$ cat config.mk
export PLATFORM = sky130hd
export DESIGN_NAME = sdram_arbit_flat
export DESIGN_NICKNAME = d
export VERILOG_FILES = /design/src/rtl/sdram_pkg.sv /design/src/rtl/sdram_arbit_if.sv /design/src/rtl/sdram_aref.sv /design/src/rtl/sdram_arbit.sv /design/src/flat_wrapper.sv
export SDC_FILE = /design/constraint.sdc
export NUM_CORES = 1
export LEC_CHECK = 0
export BUFFER_PORTS_ARGS = -buffer_cell sky130_fd_sc_hd__buf_2
export CAP_MARGIN = 25
export CORE_MARGIN = 2
export CORE_UTILIZATION = 41
export CTS_BUF_LIST = sky130_fd_sc_hd__clkbuf_4
export CTS_CLUSTER_SIZE = 10
export DETAILED_ROUTE_END_ITERATION = 7
export GPL_ROUTABILITY_DRIVEN = 1
export HOLD_SLACK_MARGIN = 0.05
export PLACE_DENSITY = 0.81
export SLEW_MARGIN = 20
export SYNTH_ARGS = -nofsm -noshare
export SYNTH_HDL_FRONTEND = slang
export SYNTH_HIERARCHICAL = 1
export SYNTH_SLANG_ARGS = --single-unit
$ cat constraint.sdc
create_clock -name sclk -period 1.5 [get_ports sclk]
set_input_delay 0.225 -clock sclk [delete_from_list [all_inputs] [get_ports sclk]]
set_output_delay 0.225 -clock sclk [all_outputs]
set_load 0.1 [all_outputs]
$ cat src/rtl/sdram_pkg.sv
// sdram_pkg: SDRAM command codes, arbiter state encodings and timing defaults.
// Shared by the arbiter, its refresh sub-block and the interface users.
package sdram_pkg;

  // {cs_n, ras_n, cas_n, we_n}
  localparam logic [3:0] CMD_NOP  = 4'b0111;
  localparam logic [3:0] CMD_PRE  = 4'b0010;
  localparam logic [3:0] CMD_AREF = 4'b0001;
  localparam logic [3:0] CMD_ACT  = 4'b0011;
  localparam logic [3:0] CMD_WR   = 4'b0100;
  localparam logic [3:0] CMD_RD   = 4'b0101;

  // One-hot state bit positions
  localparam int I_INIT  = 0;
  localparam int I_ARBIT = 1;
  localparam int I_AREF  = 2;
  localparam int I_WRITE = 3;
  localparam int I_READ  = 4;

  localparam logic [4:0] S_INIT  = 5'b00001;
  localparam logic [4:0] S_ARBIT = 5'b00010;
  localparam logic [4:0] S_AREF  = 5'b00100;
  localparam logic [4:0] S_WRITE = 5'b01000;
  localparam logic [4:0] S_READ  = 5'b10000;

  localparam int REF_PERIOD_DEF = 750;
  localparam int T_RFC_DEF      = 7;

endpackage

$ cat src/rtl/sdram_arbit_if.sv
// sdram_arbit_if: engine handshakes, engine buses and SDRAM pin bundle.
// slave = arbiter view, master = engines/pins view.
interface sdram_arbit_if;

  logic        flag_init_end;
  logic [3:0]  init_cmd;
  logic [12:0] init_addr;

  logic        wr_req;
  logic        wr_en;
  logic        flag_wr_end;
  logic [3:0]  wr_cmd;
  logic [12:0] wr_addr;
  logic [1:0]  wr_bank;
  logic [15:0] wr_data;

  logic        rd_req;
  logic        rd_en;
  logic        flag_rd_end;
  logic [3:0]  rd_cmd;
  logic [12:0] rd_addr;
  logic [1:0]  rd_bank;

  logic        ref_req;

  logic        sdram_cke;
  logic [3:0]  sdram_cmd;
  logic [12:0] sdram_addr;
  logic [1:0]  sdram_bank;
  logic [15:0] sdram_dq_out;
  logic        sdram_dq_oe;

  modport slave (
    input  flag_init_end, init_cmd, init_addr,
    input  wr_req, flag_wr_end, wr_cmd,
    input  wr_addr, wr_bank, wr_data,
    input  rd_req, flag_rd_end, rd_cmd,
    input  rd_addr, rd_bank,
    output wr_en, rd_en, ref_req,
    output sdram_cke, sdram_cmd, sdram_addr,
    output sdram_bank, sdram_dq_out,
    output sdram_dq_oe
  );

  modport master (
    output flag_init_end, init_cmd, init_addr,
    output wr_req, flag_wr_end, wr_cmd,
    output wr_addr, wr_bank, wr_data,
    output rd_req, flag_rd_end, rd_cmd,
    output rd_addr, rd_bank,
    input  wr_en, rd_en, ref_req,
    input  sdram_cke, sdram_cmd, sdram_addr,
    input  sdram_bank, sdram_dq_out,
    input  sdram_dq_oe
  );

endinterface

$ cat src/rtl/sdram_aref.sv
// sdram_aref: refresh interval timer, ref_req flag and AREF sequencing.
// Ports: aref_start (in AREF state), init_done -> ref_req, flag_ref_end, aref_cmd.
module sdram_aref
  import sdram_pkg::*;
#(
  parameter int REF_PERIOD = REF_PERIOD_DEF,
  parameter int T_RFC      = T_RFC_DEF
) (
  input  logic       sclk,
  input  logic       s_rst_n,
  input  logic       aref_start,
  input  logic       init_done,
  output logic       ref_req,
  output logic       flag_ref_end,
  output logic [3:0] aref_cmd
);

  logic [9:0] ref_cnt;
  logic [3:0] aref_cnt;
  logic       wrap;
  logic       aref_first;

  assign wrap = init_done &&
    (ref_cnt == 10'(REF_PERIOD - 1));
  assign aref_first = aref_start &&
    (aref_cnt == 4'd0);

  always_ff @(posedge sclk or negedge s_rst_n) begin
    if (!s_rst_n)
      ref_cnt <= '0;
    else if (!init_done || wrap)
      ref_cnt <= '0;
    else
      ref_cnt <= ref_cnt + 10'd1;
  end

  // A wrap wins over the clear so a request
  // landing on the AREF entry cycle survives.
  always_ff @(posedge sclk or negedge s_rst_n) begin
    if (!s_rst_n)
      ref_req <= 1'b0;
    else if (wrap)
      ref_req <= 1'b1;
    else if (aref_first)
      ref_req <= 1'b0;
  end

  always_ff @(posedge sclk or negedge s_rst_n) begin
    if (!s_rst_n)
      aref_cnt <= '0;
    else if (!aref_start)
      aref_cnt <= '0;
    else
      aref_cnt <= aref_cnt + 4'd1;
  end

  assign flag_ref_end = aref_start &&
    (aref_cnt == 4'(T_RFC));
  assign aref_cmd = aref_first ? CMD_AREF : CMD_NOP;

endmodule

$ cat src/rtl/sdram_arbit.sv
// sdram_arbit: init hand-off, refresh > write > read arbitration, pin mux.
// Ports: sclk, s_rst_n, bus (sdram_arbit_if.slave: engines + SDRAM pins).
module sdram_arbit
  import sdram_pkg::*;
#(
  parameter int REF_PERIOD = REF_PERIOD_DEF,
  parameter int T_RFC      = T_RFC_DEF
) (
  input  logic          sclk,
  input  logic          s_rst_n,
  sdram_arbit_if.slave  bus
);

  logic [4:0] state;
  logic [4:0] nxt;
  logic       ref_req;
  logic       flag_ref_end;
  logic [3:0] aref_cmd;
  logic       wr_en;
  logic       rd_en;

  sdram_aref #(
    .REF_PERIOD (REF_PERIOD),
    .T_RFC      (T_RFC)
  ) u_aref (
    .sclk         (sclk),
    .s_rst_n      (s_rst_n),
    .aref_start   (state[I_AREF]),
    .init_done    (!state[I_INIT]),
    .ref_req      (ref_req),
    .flag_ref_end (flag_ref_end),
    .aref_cmd     (aref_cmd)
  );

  always_comb begin
    nxt = state;
    unique case (1'b1)
      state[I_INIT]:
        if (bus.flag_init_end) nxt = S_ARBIT;
      state[I_ARBIT]:
        if (ref_req)         nxt = S_AREF;
        else if (bus.wr_req) nxt = S_WRITE;
        else if (bus.rd_req) nxt = S_READ;
      state[I_AREF]:
        if (flag_ref_end) nxt = S_ARBIT;
      state[I_WRITE]:
        if (bus.flag_wr_end) nxt = S_ARBIT;
      state[I_READ]:
        if (bus.flag_rd_end) nxt = S_ARBIT;
      default:
        nxt = S_INIT;
    endcase
  end

  // Grants pulse only on entry: the engine may
  // re-request in the cycle it releases the bus.
  always_ff @(posedge sclk or negedge s_rst_n) begin
    if (!s_rst_n) begin
      state <= S_INIT;
      wr_en <= 1'b0;
      rd_en <= 1'b0;
    end else begin
      state <= nxt;
      wr_en <= state[I_ARBIT] && nxt[I_WRITE];
      rd_en <= state[I_ARBIT] && nxt[I_READ];
    end
  end

  always_comb begin
    bus.sdram_cmd  = CMD_NOP;
    bus.sdram_addr = '0;
    bus.sdram_bank = '0;
    unique case (1'b1)
      state[I_INIT]: begin
        bus.sdram_cmd  = bus.init_cmd;
        bus.sdram_addr = bus.init_addr;
      end
      state[I_AREF]: begin
        bus.sdram_cmd  = aref_cmd;
      end
      state[I_WRITE]: begin
        bus.sdram_cmd  = bus.wr_cmd;
        bus.sdram_addr = bus.wr_addr;
        bus.sdram_bank = bus.wr_bank;
      end
      state[I_READ]: begin
        bus.sdram_cmd  = bus.rd_cmd;
        bus.sdram_addr = bus.rd_addr;
        bus.sdram_bank = bus.rd_bank;
      end
      default: ;
    endcase
  end

  assign bus.wr_en        = wr_en;
  assign bus.rd_en        = rd_en;
  assign bus.ref_req      = ref_req;
  assign bus.sdram_cke    = 1'b1;
  assign bus.sdram_dq_oe  = state[I_WRITE];
  assign bus.sdram_dq_out = bus.wr_data;

endmodule

$ cat src/flat_wrapper.sv
// flat-port wrapper written by rule: the top's interface ports become plain ports
module sdram_arbit_flat import sdram_pkg::*;
#(
  parameter int REF_PERIOD = REF_PERIOD_DEF,
  parameter int T_RFC      = T_RFC_DEF
)
  (sclk, s_rst_n, bus_flag_init_end, bus_init_cmd, bus_init_addr, bus_wr_req, bus_flag_wr_end, bus_wr_cmd, bus_wr_addr, bus_wr_bank, bus_wr_data, bus_rd_req, bus_flag_rd_end, bus_rd_cmd, bus_rd_addr, bus_rd_bank, bus_wr_en, bus_rd_en, bus_ref_req, bus_sdram_cke, bus_sdram_cmd, bus_sdram_addr, bus_sdram_bank, bus_sdram_dq_out, bus_sdram_dq_oe);
  sdram_arbit_if bus_i ();
  input  logic sclk;
  input  logic s_rst_n;
  input wire logic [$bits(bus_i.flag_init_end)-1:0] bus_flag_init_end;
  input wire logic [$bits(bus_i.init_cmd)-1:0] bus_init_cmd;
  input wire logic [$bits(bus_i.init_addr)-1:0] bus_init_addr;
  input wire logic [$bits(bus_i.wr_req)-1:0] bus_wr_req;
  input wire logic [$bits(bus_i.flag_wr_end)-1:0] bus_flag_wr_end;
  input wire logic [$bits(bus_i.wr_cmd)-1:0] bus_wr_cmd;
  input wire logic [$bits(bus_i.wr_addr)-1:0] bus_wr_addr;
  input wire logic [$bits(bus_i.wr_bank)-1:0] bus_wr_bank;
  input wire logic [$bits(bus_i.wr_data)-1:0] bus_wr_data;
  input wire logic [$bits(bus_i.rd_req)-1:0] bus_rd_req;
  input wire logic [$bits(bus_i.flag_rd_end)-1:0] bus_flag_rd_end;
  input wire logic [$bits(bus_i.rd_cmd)-1:0] bus_rd_cmd;
  input wire logic [$bits(bus_i.rd_addr)-1:0] bus_rd_addr;
  input wire logic [$bits(bus_i.rd_bank)-1:0] bus_rd_bank;
  output wire logic [$bits(bus_i.wr_en)-1:0] bus_wr_en;
  output wire logic [$bits(bus_i.rd_en)-1:0] bus_rd_en;
  output wire logic [$bits(bus_i.ref_req)-1:0] bus_ref_req;
  output wire logic [$bits(bus_i.sdram_cke)-1:0] bus_sdram_cke;
  output wire logic [$bits(bus_i.sdram_cmd)-1:0] bus_sdram_cmd;
  output wire logic [$bits(bus_i.sdram_addr)-1:0] bus_sdram_addr;
  output wire logic [$bits(bus_i.sdram_bank)-1:0] bus_sdram_bank;
  output wire logic [$bits(bus_i.sdram_dq_out)-1:0] bus_sdram_dq_out;
  output wire logic [$bits(bus_i.sdram_dq_oe)-1:0] bus_sdram_dq_oe;
  assign bus_i.flag_init_end = bus_flag_init_end;
  assign bus_i.init_cmd = bus_init_cmd;
  assign bus_i.init_addr = bus_init_addr;
  assign bus_i.wr_req = bus_wr_req;
  assign bus_i.flag_wr_end = bus_flag_wr_end;
  assign bus_i.wr_cmd = bus_wr_cmd;
  assign bus_i.wr_addr = bus_wr_addr;
  assign bus_i.wr_bank = bus_wr_bank;
  assign bus_i.wr_data = bus_wr_data;
  assign bus_i.rd_req = bus_rd_req;
  assign bus_i.flag_rd_end = bus_flag_rd_end;
  assign bus_i.rd_cmd = bus_rd_cmd;
  assign bus_i.rd_addr = bus_rd_addr;
  assign bus_i.rd_bank = bus_rd_bank;
  assign bus_wr_en = bus_i.wr_en;
  assign bus_rd_en = bus_i.rd_en;
  assign bus_ref_req = bus_i.ref_req;
  assign bus_sdram_cke = bus_i.sdram_cke;
  assign bus_sdram_cmd = bus_i.sdram_cmd;
  assign bus_sdram_addr = bus_i.sdram_addr;
  assign bus_sdram_bank = bus_i.sdram_bank;
  assign bus_sdram_dq_out = bus_i.sdram_dq_out;
  assign bus_sdram_dq_oe = bus_i.sdram_dq_oe;
  sdram_arbit #(.REF_PERIOD(REF_PERIOD), .T_RFC(T_RFC)) u_core (.sclk(sclk), .s_rst_n(s_rst_n), .bus(bus_i));
endmodule
# --- Word-level counts from Yosys, hierarchy flattened ---
# Index checks and enable logic that the tools add are counted.
op_classes:
  add_sub_neg: 2
  eq_ne: 2
  n_mux: 16
  n_reduce_logical: 9
op_table:
  columns: ["cell", "count"]
  rows:
  - ["$pmux 13 s3", 1]
  - ["$pmux 5 s5", 1]
  - ["$mux 5", 4]
  - ["$pmux 4 s4", 1]
  - ["$add 10x1->10 const B", 1]
  - ["$eq 10x10->1 const B", 1]
  - ["$mux 10", 1]
  - ["$mux 4", 2]
  - ["$mux 3", 2]
  - ["$logic_and 1x1->1", 5]
  - ["$add 4x1->4 const B", 1]
  - ["$eq 4x3->1 const B", 1]
  - ["$logic_not 4->1", 1]
  - ["$pmux 2 s2", 1]
  - ["$mux 1", 2]
  - ["$mux 2", 1]
  - ["$reduce_bool 2->1", 1]
  - ["$logic_not 1->1", 1]
  - ["$logic_or 1x1->1", 1]
totals:
  register_bits: 22
  in_bits: 78
  output_inout_bits: 40
  wordCells: 35

# --- Longest topological paths before layout ---
depth:
  depth_word: 5
  depth_mapped: 6
  mapped_depth_nobuf: 6

# --- Hierarchy ---
# The synthesis kept the hierarchy.
modules_own_cells:
  columns: ["module", "instances", "cells_per_inst", "area_each_um2", "seq_area_each_um2"]
  rows:
  - ["sdram_aref", 1, 76, 784.5, 375.4]
  - ["sdram_arbit", 1, 90, 738.2, 176.4]

# --- Least setup slack after synthesis ---
# OpenSTA, ideal clock, no wires.
synth_timing:
  kind: "flip-flop to output port"
  from: "reg u_core.state[3]"
  to: "out bus_sdram_cmd[0]"
  arrival_ps: 2179
  required_time_ps: 1275
  slack_ps: -904
  stages_incl_launch_ff: 4
  path_buffers: 1
  path_cell_list: "dfrtp_1 clkbuf_1 a22oi_1 nand3_1"
synth_via:
  elab_chain_len: 1
synth_rtl:
  columns: ["element", "line", "rtl"]
  rows:
  - ["start, declared", "sdram_arbit.sv:14", "logic [4:0] state;"]
  - ["start signal, assigned", "sdram_arbit.sv:63", "state <= nxt;"]
  - ["$pmux 4 s4", "sdram_arbit.sv:73", "unique case (1'b1)"]
  - ["end, declared", "flat_wrapper.sv:29", "output wire logic [$bits(bus_i.sdram_cmd)-1:0] bus_sdram_cmd;"]
# Every way passes these cells.

# --- Worst setup path after layout ---
layout_timing:
  from: "reg u_core.state[3]"
  to: "out bus_sdram_cmd[1]"
# The elaborated chain is that of the path after synthesis.

==> results.json <==
{
  "status": "finished with violations",
  "violations": "setup timing",
  "dieHeight_um": 64.9,
  "hold_class": "in -> reg",
  "clockPowerShare": 0.087,
  "cp-end-kind": "primary output",
  "first_iter_violations": 134,
  "drc": 0,
  "power_frac_seq": 0.156,
  "finalSetupTns_ns": -5.58,
  "cts.clk_slew.worst_paths_ns": 0.12,
  "synth_top_area_frac": 0.345,
  "worst_ep_required_time_ns": 1.27,
  "synth_area_per_cell_um2": 9.17,
  "globalRoute.totalOverflow": 0,
  "cell_internal_pwr_mw": 2.36,
  "use_met2": 0.384,
  "yosysUniqueCellTypes": 44,
  "clock_latency_ns": 0.31,
  "total_power_mw": 5.21,
  "grt_pass1_wl_um": 6880,
  "wl_per_cell_um": 15.5,
  "setup-violations-final": 19,
  "floorplan.rows": 22,
  "io_pins": 118,
  "synthFlopType": "dfrtp_1",
  "netlist_top_cells_count": "dfrtp_1, buf_4, inv_1",
  "irDropWorstVdd_v": 0.000891,
  "start_util": 0.422,
  "cts_buffers": 3,
  "drive_above_1_share": 0.568,
  "setup_slack_ns": -0.392,
  "drv_slew": 0,
  "synth-warning-count": 6,
  "grt.total_usage": 0.210,
  "fmax_mhz": 529,
  "cp-start-kind": "flop",
  "fin_hold_ws_ns": 0.0754,
  "gp_congestion": 0.831,
  "use_met3": 0.0521,
  "min_period_ns": 1.89,
  "grt_max_degree": 23,
  "finalNetCount": 326,
  "cts_sinks": 22,
  "dp_hpwl_um": 3610,
  "area_growth_pct": 58.0,
  "wl_um": 4500,
  "htree_levels": 1,
  "grt_pass1_vias": 1517,
  "core_area_um2": 3610,
  "ys_ff_latch": 22,
  "max_cap_viol_count": 0,
  "drtPass1Iterations": 5,
  "syn_area_um2": 1520,
  "synth_edf_count": 0,
  "synth_most_common_cell": "dfrtp_1",
  "cts_max_path_buffers": 2,
  "portBuffers": 84,
  "switching_share": 0.546,
  "holdPathStages": 2,
  "finClkSkew_ns": 0.000541,
  "fin_crit_sh": 1.26,
  "synth_top_cell_by_area": "dfrtp_1",
  "critPathKind": "reg -> out",
  "r2r_cells": 6,
  "worstPathMaxFanout": 4,
  "drt-vias-per-instance": 5.25,
  "rsz0062_at_grt": "true",
  "synthCells": 166,
  "switchingPower_mw": 2.84,
  "antenna_cells": 0,
  "die_x_um": 64.9,
  "antenna_left": 0,
  "via_count": 1529,
  "antenna_found_initial": 0,
  "arrival_ns": 1.67,
  "use_met1": 0.215,
  "cts_root_buffer": "clkbuf_4",
  "syn_nets": 248,
  "top_usage_layer": "met2",
  "async_flop_share": 1.00,
  "yosysSeqAreaShare": 0.362,
  "cellPowerDensity_nw_per_um2": 2160,
  "die_area_um2": 4220,
  "leakage_nw": 1.20,
  "hold_viol_final": 0,
  "cts_tree": "built",
  "synthTopCellsByArea": "dfrtp_1, buf_4, a222oi_1",
  "pwr-share-comb": 0.758
}
==> power by group through the flow <==
stage	registers [mW]	clock network [mW]	logic, mW
final	0.811	0.451	3.94
after global routing	0.834	0.483	4.09
after CTS	0.804	0.468	3.88
after detailed placement	0.812	0	3.85
after global placement	0.809	0	3.83
after floorplan	0.966	0	2.58
==> critical path, cell delays in order (launching register included) <==
cell and delay, ns:
dfrtp_4 0.52, or4_4 0.56, nand3_4 0.10, buf_12 0.17
==> per-stage QoR <==
step / utilization / cells / setup WS [ns] / area [um2]
detailed placement: 0.632 / 283 / -0.0550 / 2280
floorplan: - / 166 / -0.190 / 1600
global placement: 0.632 / 283 / -0.0243 / 2280
CTS: 0.654 / 288 / -0.400 / 2360
global route: 0.667 / 291 / -0.445 / 2410
finish: 0.667 / 291 / -0.392 / 2410
==> cells by family (layout without fill, tap and decap cells) <==
| kind of cell | Yosys count | count (layout) | synth area share |
|---|---|---|---|
| xor+xnor | 6 | 6 | 0.0345 |
| other cells | 3 | 3 | 0.00739 |
| fa+ha+maj | 4 | 4 | 0.0329 |
| simple gates | 45 | 45 | 0.173 |
| compound gates | 40 | 40 | 0.226 |
| buf+inv | 46 | 123 | 0.164 |
| flops | 22 | 22 | 0.362 |
==> final cells by class <==
type / instances / area, um2
fillers: 289 / 1200
repair buffers: 99 / 858
multi-input cells: 98 / 803
flip-flops and latches: 22 / 557
inverters: 20 / 75.1
well taps: 48 / 60.1
clock inverters: 1 / 30.0
clock buffers: 3 / 22.5
==> final timing paths <==
path / start / to / slack, ns
hold / removal: bus_flag_init_end / u_core/state[0] / 0.08
max in group asynchronous: s_rst_n / u_core/state[3] / 0.73
min in group asynchronous: s_rst_n / u_core/u_aref/ref_cnt[3] / 0.40
setup / recovery: u_core/state[3] / bus_sdram_cmd[1] / -0.39
hold reg to reg: u_core/u_aref/ref_cnt[0] / u_core/u_aref/ref_cnt[0] / 0.50
setup reg to reg: u_core/u_aref/ref_cnt[1] / u_core/u_aref/ref_cnt[6] / 0.07
==> state kept, by name, indices dropped and copies added, names as in the netlist <==
register / count
u_core/u_aref/aref_cnt: 4
u_core/state: 5
u_core/u_aref/ref_cnt: 10
u_core/bus.rd_en: 1
u_core/u_aref/ref_req: 1
u_core/bus.wr_en: 1
==> per-layer routing <==
metal	routed length (um)	vias up
li1	-	733
met1	1610	707
met2	2360	73
met3	401	16
met4	130	0
met5	0	-
==> layout by cell type, fill, tap and decap left out, types with 4 or more instances in the layout <==
cell | Yosys | routed
buf_6 | 0 | 4
a22oi_1 | 10 | 8
nor2_1 | 7 | 5
dfrtp_1 | 21 | 19
inv_1 | 19 | 6
buf_2 | 2 | 64
buf_12 | 0 | 20
inv_2 | 1 | 14
nand3_1 | 9 | 6
a222oi_1 | 13 | 13
buf_4 | 20 | 9
nand3b_1 | 4 | 4
nand2_1 | 6 | 4
==> what timing repair did <==
item,4_1_cts,5_1_grt
resized for setup,4,9
hold buffers,1,0
endpoints found under the setup margin,19,28
hold endpoints to repair,21,0
buffers inserted,0,3
pin swaps,13,8
(Power assumes the default switching activity.)
